--- src/rtl/reg_file.sv ---
// Architectural register file with ROB rename tags.
// The decoder reads rs1/rs2 through combinational query ports. Each query
// returns either the committed value or the ROB id that will produce it.
// A decoder issue marks rd busy with its ROB id. A ROB commit writes the
// value and clears busy, but only when the tag still matches. A rollback
// drops every rename so the decoder restarts from architectural state.
//
// Handshake semantics: issue_valid and commit_valid are single-cycle
// qualifiers with no back-pressure. A transfer takes effect at the rising
// clk edge where its valid is high and rdy is high. A valid seen while
// rdy is low is lost; the producer must hold it until a cycle with rdy=1.
module reg_file #(
  parameter int XLEN      = 32,
  parameter int REG_NUM   = 32,
  parameter int ROB_WIDTH = 4,
  parameter int IDX_W     = $clog2(REG_NUM)
) (
  input  logic                 clk,
  input  logic                 rst,
  input  logic                 rdy,
  input  logic                 rollback,
  input  logic                 issue_valid,
  input  logic [IDX_W-1:0]     issue_rd,
  input  logic [ROB_WIDTH-1:0] issue_rob_id,
  input  logic                 commit_valid,
  input  logic [IDX_W-1:0]     commit_rd,
  input  logic [ROB_WIDTH-1:0] commit_rob_id,
  input  logic [XLEN-1:0]      commit_value,
  input  logic [IDX_W-1:0]     rs1_idx,
  output logic [XLEN-1:0]      rs1_value,
  output logic                 rs1_busy,
  output logic [ROB_WIDTH-1:0] rs1_rob_id,
  input  logic [IDX_W-1:0]     rs2_idx,
  output logic [XLEN-1:0]      rs2_value,
  output logic                 rs2_busy,
  output logic [ROB_WIDTH-1:0] rs2_rob_id
);

  logic [XLEN-1:0]      value_q [REG_NUM];
  logic [ROB_WIDTH-1:0] tag_q   [REG_NUM];
  logic [REG_NUM-1:0]   busy_q;

  logic commit_en;
  logic issue_en;

  // x0 is hardwired, so any write that targets it is dropped here once.
  assign commit_en = commit_valid && (commit_rd != '0);
  assign issue_en  = issue_valid && (issue_rd != '0) && !rollback;

  // State update. The assignment order sets the priority: rollback first,
  // then the commit, then the issue. A same-cycle issue to the same rd
  // therefore overrides the busy clear done by the commit.
  always_ff @(posedge clk or negedge rst) begin
    if (!rst) begin
      busy_q <= '0;
      for (int i = 0; i < REG_NUM; i++) begin
        value_q[i] <= '0;
        tag_q[i]   <= '0;
      end
    end else if (rdy) begin
      if (rollback) begin
        busy_q <= '0;
      end
      if (commit_en) begin
        value_q[commit_rd] <= commit_value;
        // A newer rename of this rd keeps it busy under its new tag.
        if (tag_q[commit_rd] == commit_rob_id) begin
          busy_q[commit_rd] <= 1'b0;
        end
      end
      if (issue_en) begin
        busy_q[issue_rd] <= 1'b1;
        tag_q[issue_rd]  <= issue_rob_id;
      end
    end
  end

  // Source 1 query. A commit that retires the pending producer is
  // forwarded in the same cycle. A same-cycle issue is not forwarded.
  always_comb begin
    rs1_value  = '0;
    rs1_busy   = 1'b0;
    rs1_rob_id = '0;
    if (rst && (rs1_idx != '0)) begin
      rs1_value  = value_q[rs1_idx];
      rs1_busy   = busy_q[rs1_idx];
      rs1_rob_id = tag_q[rs1_idx];
      if (commit_valid && (commit_rd == rs1_idx) && busy_q[rs1_idx] &&
          (tag_q[rs1_idx] == commit_rob_id)) begin
        rs1_value = commit_value;
        rs1_busy  = 1'b0;
      end
    end
  end

  // Source 2 query, identical to source 1.
  always_comb begin
    rs2_value  = '0;
    rs2_busy   = 1'b0;
    rs2_rob_id = '0;
    if (rst && (rs2_idx != '0)) begin
      rs2_value  = value_q[rs2_idx];
      rs2_busy   = busy_q[rs2_idx];
      rs2_rob_id = tag_q[rs2_idx];
      if (commit_valid && (commit_rd == rs2_idx) && busy_q[rs2_idx] &&
          (tag_q[rs2_idx] == commit_rob_id)) begin
        rs2_value = commit_value;
        rs2_busy  = 1'b0;
      end
    end
  end

endmodule
--- config.mk ---
export PLATFORM = sky130hd
export DESIGN_NAME = reg_file
export DESIGN_NICKNAME = d
export VERILOG_FILES = /design/src/rtl/reg_file.sv
export SDC_FILE = /design/constraint.sdc
export NUM_CORES = 2
export LEC_CHECK = 0
export BUFFER_PORTS_ARGS = -buffer_cell sky130_fd_sc_hd__buf_2
export CAP_MARGIN = 5
export CORE_AREA = 3 3 514 516
export DETAILED_ROUTE_END_ITERATION = 7
export DIE_AREA = 0 0 517 519
export PLACE_DENSITY = 0.4
export SLEW_MARGIN = 20
export SYNTH_ARGS = -nofsm -noshare
export SYNTH_HDL_FRONTEND = slang
export SYNTH_SLANG_ARGS = --single-unit
export TNS_END_PERCENT = 10
--- constraint.sdc ---
create_clock -name clk -period 3.72 [get_ports clk]
set_input_delay 0.372 -clock clk [delete_from_list [all_inputs] [get_ports clk]]
set_output_delay 0.372 -clock clk [all_outputs]
set_load 0.01 [all_outputs]
==> results.yml <==
yosys:
  syn_area_sq_um: 64990
  yosysWarnings: 0
  async_flop_share_pct: 100.0
  synth_fa_ha_area_share_pct: 0
  synth_cell_types: 54
  synth-edff-count: 0
  syn-num-nets: 4182
  synth_top_area_share_pct: 45.59
  synth_xor_area_share_pct: 0.2965
  syn_area_per_cell_sq_um: 15.79
  synthMuxAreaShare_pct: 46.86
  synth_area_leaders: "dfrtp_1 (46%), mux4_2 (25%), mux2_2 (19%), mux2i_1 (2.0%), clkbuf_1 (1.9%)"
  synth_seq_cells: 1184
  syn_inst: 4116
  ys_seq_area_share_pct: 45.59
  synth_top_family_by_area: "multiplexers"
  yosys.area_share.simple_pct: 2.133
  synth_compound_area_share_pct: 2.070
  synth_ff_type: "dfrtp_1"
  synth_top_area_cell: "dfrtp_1"
timing:
  clock_skew_ps: 23.98
  worst_pin_slew_ps: 1025
  hold_viol: 0
  fmax_mhz: 226.2
  setup_violations: 66
  drv_slew: 0
  fin_ws_ps: -701.6
  period_needed_ps: 4422
  maxSlewHeadroom_pct: 29.71
  holdWs_ps: 71.71
  rsz0062_at_grt: "true"
  fin_crit_sh_pct: 118.9
layout:
  layoutNonFillerInstCount: 7773
  area_growth_pct: 19.65
  regArea_sq_um: 29630
  fill_cells: 25840
  multi_input_area_sq_um: 34340
  drive_gt1_share_pct: 62.44
  fin_nets: 4327
  post-route-util_pct: 29.94
critical_path:
  timing.rr.end: "busy_q[13]"
  critPathMostFrequentCell: "buf_12"
  crit_slowest_cell: "mux4_2"
  critPathKind: "reg2out"
  worstPathCellList: "mux4_2, mux2i_2, o22ai_4, nor3b_4, xnor2_2, nor4_4, buf_12, nand2b_4, buf_12, buf_12, a211oi_4, buf_6"
  reg2reg_setup_slack_ps: 460
  crit_arrival_ps: 4050
  critPathLaunchType: "register"
  path_max_fanout: 6
  cp-end-kind: "primary output"
  crit_required_ps: 3350
  ff2ff_path_depth: 11
  slowest_delay_ps: 490
  timing.rr.start: "tag_q[104]"
clocking:
  max-clock-path-buffers: 3
  cts_tree: "done"
  cts_max_level: 4
  clk_latency_ps: 790
  cts_inserted_buffers: 146
  cts_root_buf: "clkbuf_16"
  clk_pin_slew_ps: 60
  numClockSinks: 1184
floorplanning:
  die_area_sq_um: 268300
  start_util_pct: 25.02
  num_rows: 187
  num_io_pins: 140
  core_area_sq_um: 259700
  die_y_microns: 519
  die_x_microns: 517
routing:
  drt_iter0_drc: 3148
  vias: 40780
  routed_wl_microns: 248800
  drc: 0
  wl_per_cell_microns: 32.01
  dr.pass1.iters: 5
  antenna_left: 0
  routed_via_density: 5.246
pwr:
  ir_worst_vdd_mv: 0.4920
  p_leak_nw: 33.58
  powerDensity_nw_per_um2: 472.6
status:
  violations: "negative setup slack"
  status: "finished, violations left"
global_route:
  overflow: 0
  gr-usage-all-layers_pct: 18.49
  grt_pass1_vias: 42970
  grt_max_degree: 168
  grt_pass1_wl_microns: 353500
  antenna_found_initial: 12
placement:
  gp_congestion: 0.8302
  io_buffer_count: 139
  dp_hpwl_microns: 149500
  dp_cells: 7483
hold_path:
  hold_class: "in2async"
flow_run:
  maxCapViolCount: 0
[where the power goes]
group          leakage, nW  internal [mW]  switching [mW]
registers             15.8           14.4            1.12
clock network         2.38           8.54            6.09
logic                 15.4           3.70            2.87
total                 33.6           26.7            10.1
[kinds of logic (layout without fill, tap and decap cells)]
group                     after synthesis  after routing
DFF                                  1184           1184
AOI/OAI and AO/OA                     174            174
muxes                                1984           1984
other                                   0              2
xor gates and xnor gates               22             22
buffers and inverters                 488            741
and+or+nand+nor                       264            264
[registers in the layout (all words and copies together) (netlist names)]
name,count
value_q,1024
tag_q,128
busy_q,32
[cell usage in the layout (no fill, tap or decap), drive strengths merged, types with 38 or more instances in the layout]
cell	instances
a21oi	40
buf	478
clkbuf	210
dfrtp	1184
mux2	1118
mux2i	131
mux4	735
nand2	80
nor2	42
nor3b	38
[metrics by stage]
stage          setup WS (ps)  power [mW]  setup TNS [ps]  area, sq um
4_1_cts               -691.6       37.25          -39940        77520
2_1_floorplan          355.4       19.72               0        64990
3_5_place_dp          -594.6       22.26           -8762        71760
6_report              -701.6       36.75          -37280        77760
5_1_grt               -784.7       38.41          -44500        77760
3_3_place_gp          -599.7       22.14           -9881        71760
[critical path, delay by kind of cell, from the launching register on]
family	cells	cell delay (ps)
AO/OA/AOI/OAI	2	440
XOR/XNOR	1	160
buffers and inverters	4	660
flip-flops	1	410
multiplexers	2	770
AND/OR/NAND/NOR	3	800
[repair_timing]
action | 4_1_cts | 5_1_grt
hold buffers | 3 | 0
gates resized for setup | 128 | 41
gates cloned | 1 | 0
endpoints found under the hold margin | 378 | 0
setup buffers | 30 | 3
endpoints found under the setup margin | 66 | 66
pin swaps | 19 | 13
[routing by layer]
layer	vias up	track usage [%]	routed length, microns
met2	1032	28.78	114500
li1	16470	-	-
met3	295	3.186	11770
met5	-	0	0
met1	22980	26.73	116900
met4	0	4.264	5679
[worst max path at each step]
stage / slack (ps) / startpoint / cells past startpoint / end
after global routing: -780 / tag_q[107] / 13 / rs2_value[7]
after floorplan: 360 / rs2_idx[2] / 12 / rs2_value[0]
final: -700 / tag_q[24] / 12 / rs1_value[10]
after detailed placement: -590 / rs1_idx[2] / 15 / rs1_value[1]
after CTS: -690 / tag_q[98] / 11 / rs1_value[0]
after global placement: -600 / rs1_idx[2] / 15 / rs1_value[1]
[cell usage after synthesis (7+ instances only)]
| library cell | instances |
|---|---|
| nor3_1 | 14 |
| mux4_2 | 735 |
| clkbuf_1 | 325 |
| mux2i_1 | 131 |
| nand2b_1 | 11 |
| buf_2 | 55 |
| a21oi_1 | 10 |
| dfrtp_1 | 1184 |
| mux2_2 | 1118 |
| o31ai_1 | 34 |
| buf_4 | 12 |
| and2_1 | 15 |
| a211oi_1 | 34 |
| a22oi_1 | 13 |
| nand3_1 | 12 |
| o311ai_0 | 12 |
| o211ai_1 | 10 |
| nor3b_1 | 38 |
| a221oi_1 | 7 |
| nor2b_1 | 12 |
| nor2_1 | 42 |
| xor2_1 | 17 |
| buf_1 | 87 |
| a21oi_2 | 30 |
| nand2_1 | 80 |
[area by class of cell]
type	instances	share of cell area, %
Sequential cell	1184	38.10
Multi-Input combinational cell	2444	44.16
Antenna cell	2	0.006436
Tap cell	3402	5.474
Inverter	4	0.02574
Clock inverter	46	0.7949
Timing Repair Buffer	481	5.971
Clock buffer	210	5.463
No activity file was read; power rests on OpenSTA's default activity.
